===== src/rtl/blowfish_core.sv =====
// Blowfish block cipher datapath: one 64-bit block per transaction, ROUNDS Feistel rounds plus output whitening.
// Latency 7*ROUNDS+3 cycles from input handshake to out_valid; single transaction in flight, in_ready only in IDLE.
module blowfish_core #(
  parameter int ROUNDS = 16,
  parameter int P_AW   = $clog2(ROUNDS + 2)
) (
  input  logic            clk,
  input  logic            reset_l,
  input  logic            in_valid,
  output logic            in_ready,
  input  logic            decrypt,
  input  logic [31:0]     xl_in,
  input  logic [31:0]     xr_in,
  output logic [9:0]      S_addr,
  input  logic [31:0]     S_data,
  output logic [P_AW-1:0] P_addr,
  input  logic [31:0]     P_data,
  output logic            out_valid,
  input  logic            out_ready,
  output logic [31:0]     xl_out,
  output logic [31:0]     xr_out
);

  typedef enum logic [3:0] {
    IDLE, RP, RX, RS0, RS1, RS2, RS3, RF, FA, FB, FC, DONE
  } state_t;

  state_t            state_q, state_d;
  logic [31:0]       xl_q, xl_d, xr_q, xr_d, acc_q, acc_d;
  logic [31:0]       xl_out_q, xl_out_d, xr_out_q, xr_out_d;
  logic [P_AW-1:0]   rnd_q, rnd_d;
  logic              dec_q, dec_d;

  // Decrypt walks the P-array backwards.
  function automatic logic [P_AW-1:0] pidx(input logic dec, input logic [P_AW-1:0] k);
    return dec ? (P_AW'(ROUNDS + 1) - k) : k;
  endfunction

  always_comb begin
    state_d   = state_q;
    xl_d      = xl_q;
    xr_d      = xr_q;
    acc_d     = acc_q;
    xl_out_d  = xl_out_q;
    xr_out_d  = xr_out_q;
    rnd_d     = rnd_q;
    dec_d     = dec_q;
    in_ready  = 1'b0;
    out_valid = 1'b0;
    S_addr    = '0;
    P_addr    = '0;
    case (state_q)
      IDLE: begin
        in_ready = 1'b1;
        if (in_valid) begin
          xl_d    = xl_in;
          xr_d    = xr_in;
          dec_d   = decrypt;
          rnd_d   = '0;
          state_d = RP;
        end
      end
      RP: begin
        P_addr  = pidx(dec_q, rnd_q);
        state_d = RX;
      end
      RX: begin
        xl_d    = xl_q ^ P_data;
        state_d = RS0;
      end
      RS0: begin
        S_addr  = {2'd0, xl_q[31:24]};
        state_d = RS1;
      end
      RS1: begin
        S_addr  = {2'd1, xl_q[23:16]};
        acc_d   = S_data;
        state_d = RS2;
      end
      RS2: begin
        S_addr  = {2'd2, xl_q[15:8]};
        acc_d   = acc_q + S_data;
        state_d = RS3;
      end
      RS3: begin
        S_addr  = {2'd3, xl_q[7:0]};
        acc_d   = acc_q ^ S_data;
        state_d = RF;
      end
      RF: begin
        xl_d    = xr_q ^ (acc_q + S_data);
        xr_d    = xl_q;
        rnd_d   = rnd_q + P_AW'(1);
        state_d = ((rnd_q + P_AW'(1)) < P_AW'(ROUNDS)) ? RP : FA;
      end
      FA: begin
        P_addr  = pidx(dec_q, P_AW'(ROUNDS));
        state_d = FB;
      end
      // Final whitening also undoes the swap of the last round.
      FB: begin
        P_addr   = pidx(dec_q, P_AW'(ROUNDS + 1));
        xr_out_d = xl_q ^ P_data;
        state_d  = FC;
      end
      FC: begin
        xl_out_d = xr_q ^ P_data;
        state_d  = DONE;
      end
      DONE: begin
        out_valid = 1'b1;
        if (out_ready) state_d = IDLE;
      end
      default: state_d = IDLE;
    endcase
  end

  always_ff @(posedge clk or negedge reset_l) begin
    if (!reset_l) begin
      state_q  <= IDLE;
      xl_q     <= '0;
      xr_q     <= '0;
      acc_q    <= '0;
      xl_out_q <= '0;
      xr_out_q <= '0;
      rnd_q    <= '0;
      dec_q    <= 1'b0;
    end else begin
      state_q  <= state_d;
      xl_q     <= xl_d;
      xr_q     <= xr_d;
      acc_q    <= acc_d;
      xl_out_q <= xl_out_d;
      xr_out_q <= xr_out_d;
      rnd_q    <= rnd_d;
      dec_q    <= dec_d;
    end
  end

  assign xl_out = xl_out_q;
  assign xr_out = xr_out_q;

endmodule


===== config.mk =====
export PLATFORM = sky130hd
export DESIGN_NAME = blowfish_core
export DESIGN_NICKNAME = d
export VERILOG_FILES = /design/src/rtl/blowfish_core.sv
export SDC_FILE = /design/constraint.sdc
export NUM_CORES = 1
export LEC_CHECK = 0
export BUFFER_PORTS_ARGS = -buffer_cell sky130_fd_sc_hd__buf_2
export CORE_MARGIN = 2
export CORE_UTILIZATION = 45
export CTS_CLUSTER_DIAMETER = 60
export CTS_CLUSTER_SIZE = 16
export DETAILED_ROUTE_END_ITERATION = 10
export PLACE_DENSITY = 0.73
export SETUP_SLACK_MARGIN = 0.1
export SLEW_MARGIN = 5
export SYNTH_ARGS = -nofsm -noshare
export SYNTH_HDL_FRONTEND = slang
export SYNTH_SLANG_ARGS = --single-unit
export TNS_END_PERCENT = 100

===== constraint.sdc =====
create_clock -name clk -period 3.5 [get_ports clk]
set_input_delay 0.35 -clock clk [delete_from_list [all_inputs] [get_ports clk]]
set_output_delay 0.35 -clock clk [all_outputs]
set_load 0.05 [all_outputs]

==> metrics.yaml <==
outcome:
  status: "finished clean"
placement:
  numPortBuffers: 213
  post-place-ws_ns: 0.258
  dp_hpwl_um: 27000
  placed_cell_area_um2: 12400
  routabilityCongestion: 0.946
  place_inst: 1726
cts:
  clock-root-buffer: "clkbuf_16"
  clk_latency_ns: 0.44
  path_clk_slew_ns: 0.07
  cts_setup_buffers: 0
  cts_tree: "done"
  cts_resized: 0
  cts.htree.levels: 4
  clk_path_buf_depth: 2
  numCtsBuffers: 17
  cts_sinks: 170
  postCtsHoldBufs: 1
logic_synthesis:
  postSynthCellCount: 1247
  synth_top_area_share_pct: 38.9
  synth-edff-count: 0
  synth_cell_type_count: 68
  syn_area_um2: 10900
  syn_area_per_cell_um2: 8.77
  postSynth.asyncResetShare_pct: 100
  yosysMostFrequentCell: "dfrtp_1"
  synth_ff_type: "dfrtp_1"
  synthDominantAreaCellType: "dfrtp_1"
  synth_seq_area_share_pct: 38.9
  synth_area_leaders: "dfrtp_1 39%, xnor2_1 8.2%, a21oi_1 7.0%"
  synth_fp_nets: 1415
  ys_warn_count: 0
  ys_seq_elements: 170
  yosys-top-cells-count: "170 x dfrtp_1, 162 x nor2_1, 154 x a21oi_1, 102 x xnor2_1, 98 x nand2_1"
route:
  postRouteAntennaNets: 0
  drtPass1Iterations: 6
  avgViaCountPerCell: 5.87
  route.detailed.drc: 0
  wl_per_cell_um: 20.6
  drt-total-wl_um: 36300
  drt_iter0_drc: 1242
  dr_total_vias: 10356
sta:
  max_freq_mhz: 313
  worst_pin_slew_ns: 1.02
  setup_viol: 0
  finalHoldViolCount: 0
  fin_tns_setup_ns: 0
  setup_slack_ns: 0.301
  max-slew-margin-rel_pct: 32.2
  fin_crit_ns: 3.20
  fin_skew_ns: 0.00816
  maxSlewViolCount: 0
  fin_crit_sh_pct: 91.4
  whs_ns: 0.152
  rsz0062_at_grt: "false"
finish:
  fin_cells: 1763
  final_layout_size_suffix_gt1_share_pct: 21.8
  nFillCells: 2286
  seqCellArea_um2: 4260
  multi_input_area_um2: 6330
  design_area_um2: 13000
  area_growth_pct: 18.5
  finalNetCount: 1590
min_path:
  min_path_type: "in2reg"
  hp-start: "decrypt"
  whs_path_depth: 2
setup_path:
  crit_required_ns: 3.77
  start_kind: "flip-flop"
  worst-path-max-fanout: 6
  critPathKind: "reg2reg"
  ff2ff_path_depth: 11
  r2r_start: "acc_q[0]$_DFFE_PN0P_"
  worstPathArrival_ns: 3.47
  startpoint: "acc_q[0]$_DFFE_PN0P_"
  cp-end-kind: "flip-flop"
global_routing:
  grt_max_degree: 82
  grt_usage_pct: 28.5
  grt_pass1_wl_um: 56400
  grt_overflow: 0
  grt_antenna_before_repair: 5
  first_global_vias: 9653
power:
  sw_frac_of_total_pct: 52.4
  p_leak_nw: 5.68
  comb_power_share_pct: 62.3
  p_seq_share_pct: 25.7
  p_sw_mw: 7.92
  power_frac_clock_pct: 12.1
  p_int_mw: 7.19
  p_per_area_nw_per_um2: 1170
  peakVddDrop_v: 0.000463
flow_run:
  cap_violations: 0
floorplanning:
  core-area_um2: 24100
  die_w_um: 160
  die-height_um: 160
  io_pins: 214
  design.die.area_um2: 25600
  placementRows: 57
  start_util_pct: 45.4
placed cells by master, fill, tap and decap left out, types with 4 or more instances in the layout:
cell / Yosys / routed
buf_2: 8 / 212
dfrtp_1: 170 / 169
nor2_1: 162 / 158
a21oi_1: 154 / 154
xnor2_1: 102 / 102
nand2_1: 98 / 97
o21ai_0: 97 / 97
mux2i_1: 49 / 49
ha_1: 34 / 34
o22ai_1: 32 / 32
xor2_1: 27 / 27
buf_4: 0 / 24
a21o_1: 21 / 21
nor3b_1: 18 / 18
o221ai_1: 17 / 17
clkbuf_16: 0 / 17
a221oi_1: 16 / 16
a31oi_1: 13 / 13
inv_1: 12 / 12
nor3_1: 12 / 12
nand3_1: 11 / 11
mux2_2: 11 / 11
and3_1: 9 / 9
o21a_1: 7 / 7
a22oi_1: 6 / 6
diode_2: 0 / 5
nand2b_1: 5 / 5
nor2b_1: 6 / 5
o22a_1: 5 / 5
buf_12: 0 / 5
nand4_1: 4 / 4
o21ai_1: 4 / 4
critical path: stages, from the launching register on:
cell      delay [ns]
dfrtp_1         0.40
ha_1            0.24
fa_1            0.45
a21oi_1         0.28
o22a_1          0.27
a2111o_1        0.16
o21a_1          0.18
a21oi_2         0.13
or4_1           0.48
nand3_1         0.16
xor2_1          0.16
o221ai_1        0.13
final cells by class:
type	instances	area share (%)
diodes	5	0.0965
clock buffers	21	3.63
multi-input cells	977	48.8
clock inverters	10	0.647
repair buffers	243	10.5
flip-flops and latches	170	32.8
well taps	324	3.13
inverters	13	0.376
power groups by stage:
stage | combinational (mW) | clock (mW) | sequential, mW
after CTS | 9.30 | 1.84 | 3.84
after detailed placement | 9.26 | 0 | 3.88
after floorplan | 5.94 | 0 | 4.56
final | 9.41 | 1.83 | 3.88
after global placement | 9.13 | 0 | 3.85
after global routing | 10.2 | 1.93 | 3.98
sequential cells by signal, summed over array words and instances (netlist names):
| name | count |
|---|---|
| dec_q | 1 |
| rnd_q | 5 |
| xl_out | 32 |
| acc_q | 32 |
| state_q | 4 |
| xr_q | 32 |
| xr_out | 32 |
| xl_q | 32 |
metrics by stage:
| stage | utilization [%] | power, mW |
|---|---|---|
| final | 53.8 | 15.1 |
| after global routing | 53.8 | 16.1 |
| after CTS | 53.7 | 15.0 |
| after detailed placement | 51.4 | 13.1 |
| after global placement | 51.4 | 13.0 |
| after floorplan | - | 10.5 |
path summary, 6_finish.rpt:
kind                            slack (ns)                endpoint
worst max-delay path                  0.30    xl_q[30]$_DFFE_PN0P_
worst min-delay path                  0.15       dec_q$_DFFE_PN0P_
worst max register to register        0.30    xl_q[30]$_DFFE_PN0P_
worst min register to register        0.51  xr_out[11]$_DFFE_PN0N_
max in group asynchronous             2.21   acc_q[24]$_DFFE_PN0P_
min in group asynchronous             0.53   xl_out[7]$_DFFE_PN0N_
cells by family after synthesis:
family                     share of synthesized area, %
AOI/OAI and AO/OA                                  23.6
xor gates and xnor gates                           10.7
adders and majority gates                          4.07
buffers and inverters                              3.59
DFF                                                38.9
muxes                                              5.62
and+or+nand+nor                                    13.5
routing by layer:
metal  routed length (µm)  vias up  share of wire, %  track usage [%]
li1                     -     4806                 -                -
met1                16300     4954                45             41.3
met2                15600      519                43             41.7
met3                 3110       77               8.6             5.32
met4                 1330        0               3.7             12.1
met5                    0        -                 0                0
Note: power is estimated with default switching activity, not from simulation.
